<file path="src/rtl/rr_mux_pipe_pkg.sv">
// rr_mux_pipe_pkg: shared mode encoding and default sizes for the registered round-robin word selector.
package rr_mux_pipe_pkg;
  typedef enum logic {
    MODE_DIRECT = 1'b0,
    MODE_RR     = 1'b1
  } mode_e;
  localparam int DEFAULT_WIDTH    = 32;
  localparam int DEFAULT_CHANNELS = 32;
endpackage

</file>
<file path="src/rtl/rr_mux_pipe_pick.sv">
// rr_pick: combinational round-robin picker; first requester at or after ptr, wrapping cyclically.
module rr_pick #(
  parameter  int CHANNELS = 32,
  localparam int SEL_W    = $clog2(CHANNELS)
) (
  input  logic [CHANNELS-1:0] i_req,
  input  logic [SEL_W-1:0]    i_ptr,
  output logic                o_grant_valid,
  output logic [SEL_W-1:0]    o_grant_idx
);
  localparam logic [SEL_W:0] CH = (SEL_W+1)'(CHANNELS);
  logic [2*CHANNELS-1:0] w_req2;
  logic [SEL_W:0]        w_pos;
  logic                  w_hit;
  assign w_req2 = {i_req, i_req};
  // Upper copy supplies the wrapped-around requesters below ptr; scanning down keeps the lowest hit.
  always_comb begin
    w_hit = 1'b0;
    w_pos = '0;
    for (int i = 2*CHANNELS-1; i >= 0; i--)
      if (w_req2[i] && i >= int'(i_ptr)) begin
        w_hit = 1'b1;
        w_pos = (SEL_W+1)'(i);
      end
  end
  assign o_grant_valid = w_hit;
  assign o_grant_idx   = SEL_W'(w_pos >= CH ? w_pos - CH : w_pos);
endmodule

</file>
<file path="src/rtl/rr_mux_pipe.sv">
// rr_mux_pipe: N:1 word selector (direct or round-robin) with a one-entry valid/ready output register.
module rr_mux_pipe import rr_mux_pipe_pkg::*; #(
  parameter  int WIDTH    = DEFAULT_WIDTH,
  parameter  int CHANNELS = DEFAULT_CHANNELS,
  localparam int SEL_W    = $clog2(CHANNELS)
) (
  input  logic                      i_clock,
  input  logic                      i_reset,
  input  logic                      i_mode,
  input  logic [SEL_W-1:0]          i_select,
  input  logic [CHANNELS-1:0]       i_in_valid,
  input  logic [CHANNELS*WIDTH-1:0] i_in_data,
  output logic [CHANNELS-1:0]       o_in_ready,
  output logic                      o_out_valid,
  output logic [WIDTH-1:0]          o_out_data,
  output logic [SEL_W-1:0]          o_out_chan,
  input  logic                      i_out_ready
);
  logic                  r_valid;
  logic [WIDTH-1:0]      r_data;
  logic [SEL_W-1:0]      r_chan;
  logic [SEL_W-1:0]      r_ptr;
  logic                  w_load_en;
  logic                  w_grant;
  logic                  w_xfer;
  logic                  w_pick_valid;
  logic [SEL_W-1:0]      w_pick_idx;
  logic [SEL_W-1:0]      w_g;
  logic [2**SEL_W-1:0]   w_vpad;
  logic [WIDTH-1:0]      w_word;
  rr_pick #(.CHANNELS(CHANNELS)) u_pick (
    .i_req         (i_in_valid),
    .i_ptr         (r_ptr),
    .o_grant_valid (w_pick_valid),
    .o_grant_idx   (w_pick_idx)
  );
  // Padding lets an out-of-range direct select index safely; the range test rejects it.
  assign w_vpad    = (2**SEL_W)'(i_in_valid);
  assign w_load_en = !r_valid || i_out_ready;
  assign w_g       = (i_mode == MODE_RR) ? w_pick_idx : i_select;
  assign w_grant   = !i_reset && ((i_mode == MODE_RR) ? w_pick_valid
                                  : (int'(i_select) < CHANNELS && w_vpad[i_select]));
  assign w_xfer    = w_load_en && w_grant;
  assign w_word    = i_in_data[w_g*WIDTH +: WIDTH];
  assign o_in_ready = w_xfer ? CHANNELS'(1) << w_g : '0;
  always_ff @(posedge i_clock) begin
    if (i_reset) begin
      r_valid <= 1'b0;
      r_data  <= '0;
      r_chan  <= '0;
      r_ptr   <= '0;
    end else if (w_load_en) begin
      r_valid <= w_grant;
      if (w_grant) begin
        r_data <= w_word;
        r_chan <= w_g;
        if (i_mode == MODE_RR) r_ptr <= (w_g == SEL_W'(CHANNELS-1)) ? '0 : w_g + 1'b1;
      end
    end
  end
  assign o_out_valid = r_valid;
  assign o_out_data  = r_data;
  assign o_out_chan  = r_chan;
endmodule

</file>
<file path="config.mk">
export PLATFORM = sky130hd
export DESIGN_NAME = rr_mux_pipe
export DESIGN_NICKNAME = d
export VERILOG_FILES = /design/src/rtl/rr_mux_pipe_pkg.sv /design/src/rtl/rr_mux_pipe_pick.sv /design/src/rtl/rr_mux_pipe.sv
export SDC_FILE = /design/constraint.sdc
export NUM_CORES = 1
export LEC_CHECK = 0
export CAP_MARGIN = 0
export CORE_AREA = 2 2 437 439
export DETAILED_ROUTE_END_ITERATION = 6
export DIE_AREA = 0 0 439 441
export GPL_ROUTABILITY_DRIVEN = 1
export SYNTH_ARGS = -nofsm -noshare
export SYNTH_HDL_FRONTEND = slang
export SYNTH_SLANG_ARGS = --single-unit
</file>
<file path="constraint.sdc">
create_clock -name i_clock -period 8.7 [get_ports i_clock]
set_input_delay 1.305 -clock i_clock [delete_from_list [all_inputs] [get_ports i_clock]]
set_output_delay 1.305 -clock i_clock [all_outputs]
set_load 0.01 [all_outputs]
</file>
==> impl_metrics.ini <==
[place]
hpwl_um = 156000
pre_cts_slack_ns = 1.36
dpl-instance-area_um2 = 27100
numPortBuffers = 1134
gp_congestion = 0.925

[sta]
rsz0062_at_grt = no
fin_setup_tns_ns = 0
setup_viol = 0
relSlewSlack = 0.196
finalHoldViolations = 0
worstMarginPinSlew_ns = 1.19
drv_slew = 0
finalCritPeriodShare = 0.822
fin_crit_ns = 7.15
max_freq_ghz = 0.140
setup_ws_ns = 1.55
finClkSkew_ns = 0.0182

[critical_path]
worst-path-max-fanout = 15
slowest_stage = clkdlybuf4s50_1
reg2regPathDepth = 12
regToRegSetupSlack_ns = 2.84
cp-end-kind = primary output
slowest_delay_ns = 0.76
cp.arrival_ns = 5.85
crit_path_start_kind = primary input
required_ns = 7.39
crit_chain = clkdlybuf4s50_1 -> mux4_2 -> mux4_2 -> mux2i_1 -> nand2_1 -> o41ai_1 -> nand3b_1 -> inv_2 -> nand3_1 -> nor2_1 -> clkdlybuf4s50_1
path_class = in2out

[grt]
overflow = 0
grt_busiest_layer = met2
grt_pass1_wl_um = 217000
grt_use_met1 = 0.201
met3_usage = 0.0411
grt_max_degree = 132
grtUsageMet2 = 0.307
track_usage = 0.173
grt_antenna_before_repair = 143
grt_pass1_vias = 20300

[floorplan]
fp.dieH_um = 441
start_util = 0.0682
die_area_um2 = 194000
std_cell_rows = 160
die_width_um = 439
ioPinCount = 1135
core_region_area_um2 = 189000

[clocking]
cts_setup_buffers = 0
cts_tree = yes
cts.path.max_buffers = 2
cts_hold_buf = 0
insertion_delay_ns = 0.36
h-tree-depth = 2
cts_root_buf = clkbuf_16
cts_num_sinks = 43
cts_resized = 0
numCtsBuffers = 5
clkSlewWorstSetupHoldPaths_ns = 0.09

[detailed_routing]
drtIter0Drc = 1514
finalWirelength_um = 177000
num_vias = 20900
postRouteAntennaNets = 0
route.detailed.drc = 0
drt_first_pass_iters = 5
viasPerCell = 3.77
wl_per_cell_um = 32.1

[final_layout]
drive_gt1_frac = 0.0415
nets = 4060
syn_to_final_growth_pct = 112
fin_area_um2 = 27300

[pwr]
p_leak_nw = 10.4
p_per_area_nw_per_um2 = 97.6
ir_drop_uv = 79.9

[yosys]
syn_area_um2 = 12900
yosysWarnings = 0
ys_ff_latch = 43
synth_flop_cell = dfxtp_1
ys_types = 77
postSynthCellCount = 1980
synth_edf_count = 0
synth.net_count = 3052
avgSynthCellArea_um2 = 6.51
async_flop_share = 0
ys_seq_area_frac = 0.0668

[min_path]
hold_path_depth = 2
hp-class = reg2reg

[run]
cap_violations = 0

[run_status]
status = completed
==> flip-flops by register name (all words and copies together), names as in the netlist <==
name         count
o_out_chan       5
o_out_valid      1
r_ptr            5
o_out_data      32
==> cell usage after synthesis (7+ instances only) <==
library cell,number,area share
nand2b_1,7,0.0034
clkbuf_1,47,0.014
o211ai_1,10,0.0058
ha_1,7,0.0068
buf_6,13,0.011
a31oi_1,36,0.017
o21ai_0,85,0.033
nor3_1,18,0.0070
mux4_2,12,0.021
a221oi_1,8,0.0054
buf_1,8,0.0023
dfxtp_1,43,0.067
o22ai_1,26,0.013
nand2_1,453,0.13
inv_1,20,0.0058
a21oi_1,99,0.038
buf_4,24,0.014
nand3_1,218,0.085
mux2i_1,360,0.28
buf_2,96,0.037
a32oi_1,7,0.0048
nor4_1,21,0.010
nor2_1,153,0.045
and3_1,11,0.0053
a221o_1,77,0.060
==> power by group <==
group | internal, mW | switching, mW
clock network | 0.139 | 0.134
registers | 0.231 | 0.0285
logic | 0.912 | 1.22
total | 1.28 | 1.38
==> cells in the final DEF, fill, tap and decap left out, drive strengths merged, types with 4 or more instances in the layout <==
cell           synthesis  layout
a2111o                 4       4
a2111oi                6       6
a211oi                 5       5
a21o                   4       4
a21oi                 99      99
a221o                 77      77
a221oi                 8       8
a22oi                  4       4
a31oi                 36      36
a32oi                  7       7
and2                   4       4
and3                  11      11
buf                  142      56
clkbuf                47       5
clkdlybuf4s50          0    1134
dfxtp                 43      43
diode                  0      34
ha                     7       7
inv                   23      24
mux2                   7       7
mux2i                360     360
mux4                  12      12
nand2                453     453
nand2b                 7       7
nand3                218     218
nor2                 157     157
nor2b                  5       5
nor3                  20      20
nor4                  22      22
o211ai                11      11
o21a                   4       4
o21ai                 90      90
o221ai                 6       6
o22ai                 26      26
o2bb2ai                4       4
or3                    4       4
or4                    4       4
==> logic make-up (layout without fill, tap and decap cells) <==
family	count (synthesis)	in the layout	synth area share
buf+inv	212	1221	0.0866
simple gates	915	915	0.306
compound gates	422	422	0.226
xor+xnor	1	1	0.000679
flops	43	43	0.0668
fa+ha+maj	8	8	0.00757
mux	379	379	0.307
other cells	0	34	0
==> worst max-delay path, delay by kind of cell <==
kind	cells	cell delay, ns
buf+inv	3	1.59
mux	3	1.22
compound gates	1	0.13
simple gates	4	1.58
==> cell type report <==
type | count | area [µm²]
Timing Repair Buffer | 1190 | 11900
Clock buffer | 5 | 125
Tap cell | 2511 | 3140
Antenna cell | 34 | 85.1
Clock inverter | 3 | 47.5
Inverter | 23 | 115
Fill cell | 21800 | 162000
Multi-Input combinational cell | 1725 | 11100
Sequential cell | 43 | 861
==> stage by stage <==
step                      total power [mW]  hold WS (ns)  cells  utilization
after global placement                2.44         0.467   5491        0.143
after CTS                             2.74         0.493   5500        0.144
after global routing                  2.82         0.518   5519        0.144
after detailed placement              2.44         0.470   5492        0.143
final                                 2.67         0.492   5534        0.144
after floorplan                       1.14         0.513   1980            -
==> routing by layer <==
layer | vias up | part of all wire
met4 | 68 | 0.038
met5 | - | 0.0024
met1 | 10100 | 0.39
met3 | 305 | 0.068
li1 | 9328 | -
met2 | 1135 | 0.50
==> path summary, 6_finish.rpt <==
path | end | from
worst min-delay path | o_out_data[3] | o_out_data[3]
worst max-delay path | o_in_ready[10] | i_select[2]
worst min register to register | o_out_data[3] | o_out_data[3]
worst max register to register | o_out_data[7] | r_ptr[3]
No activity file was read; power rests on OpenSTA's default activity.
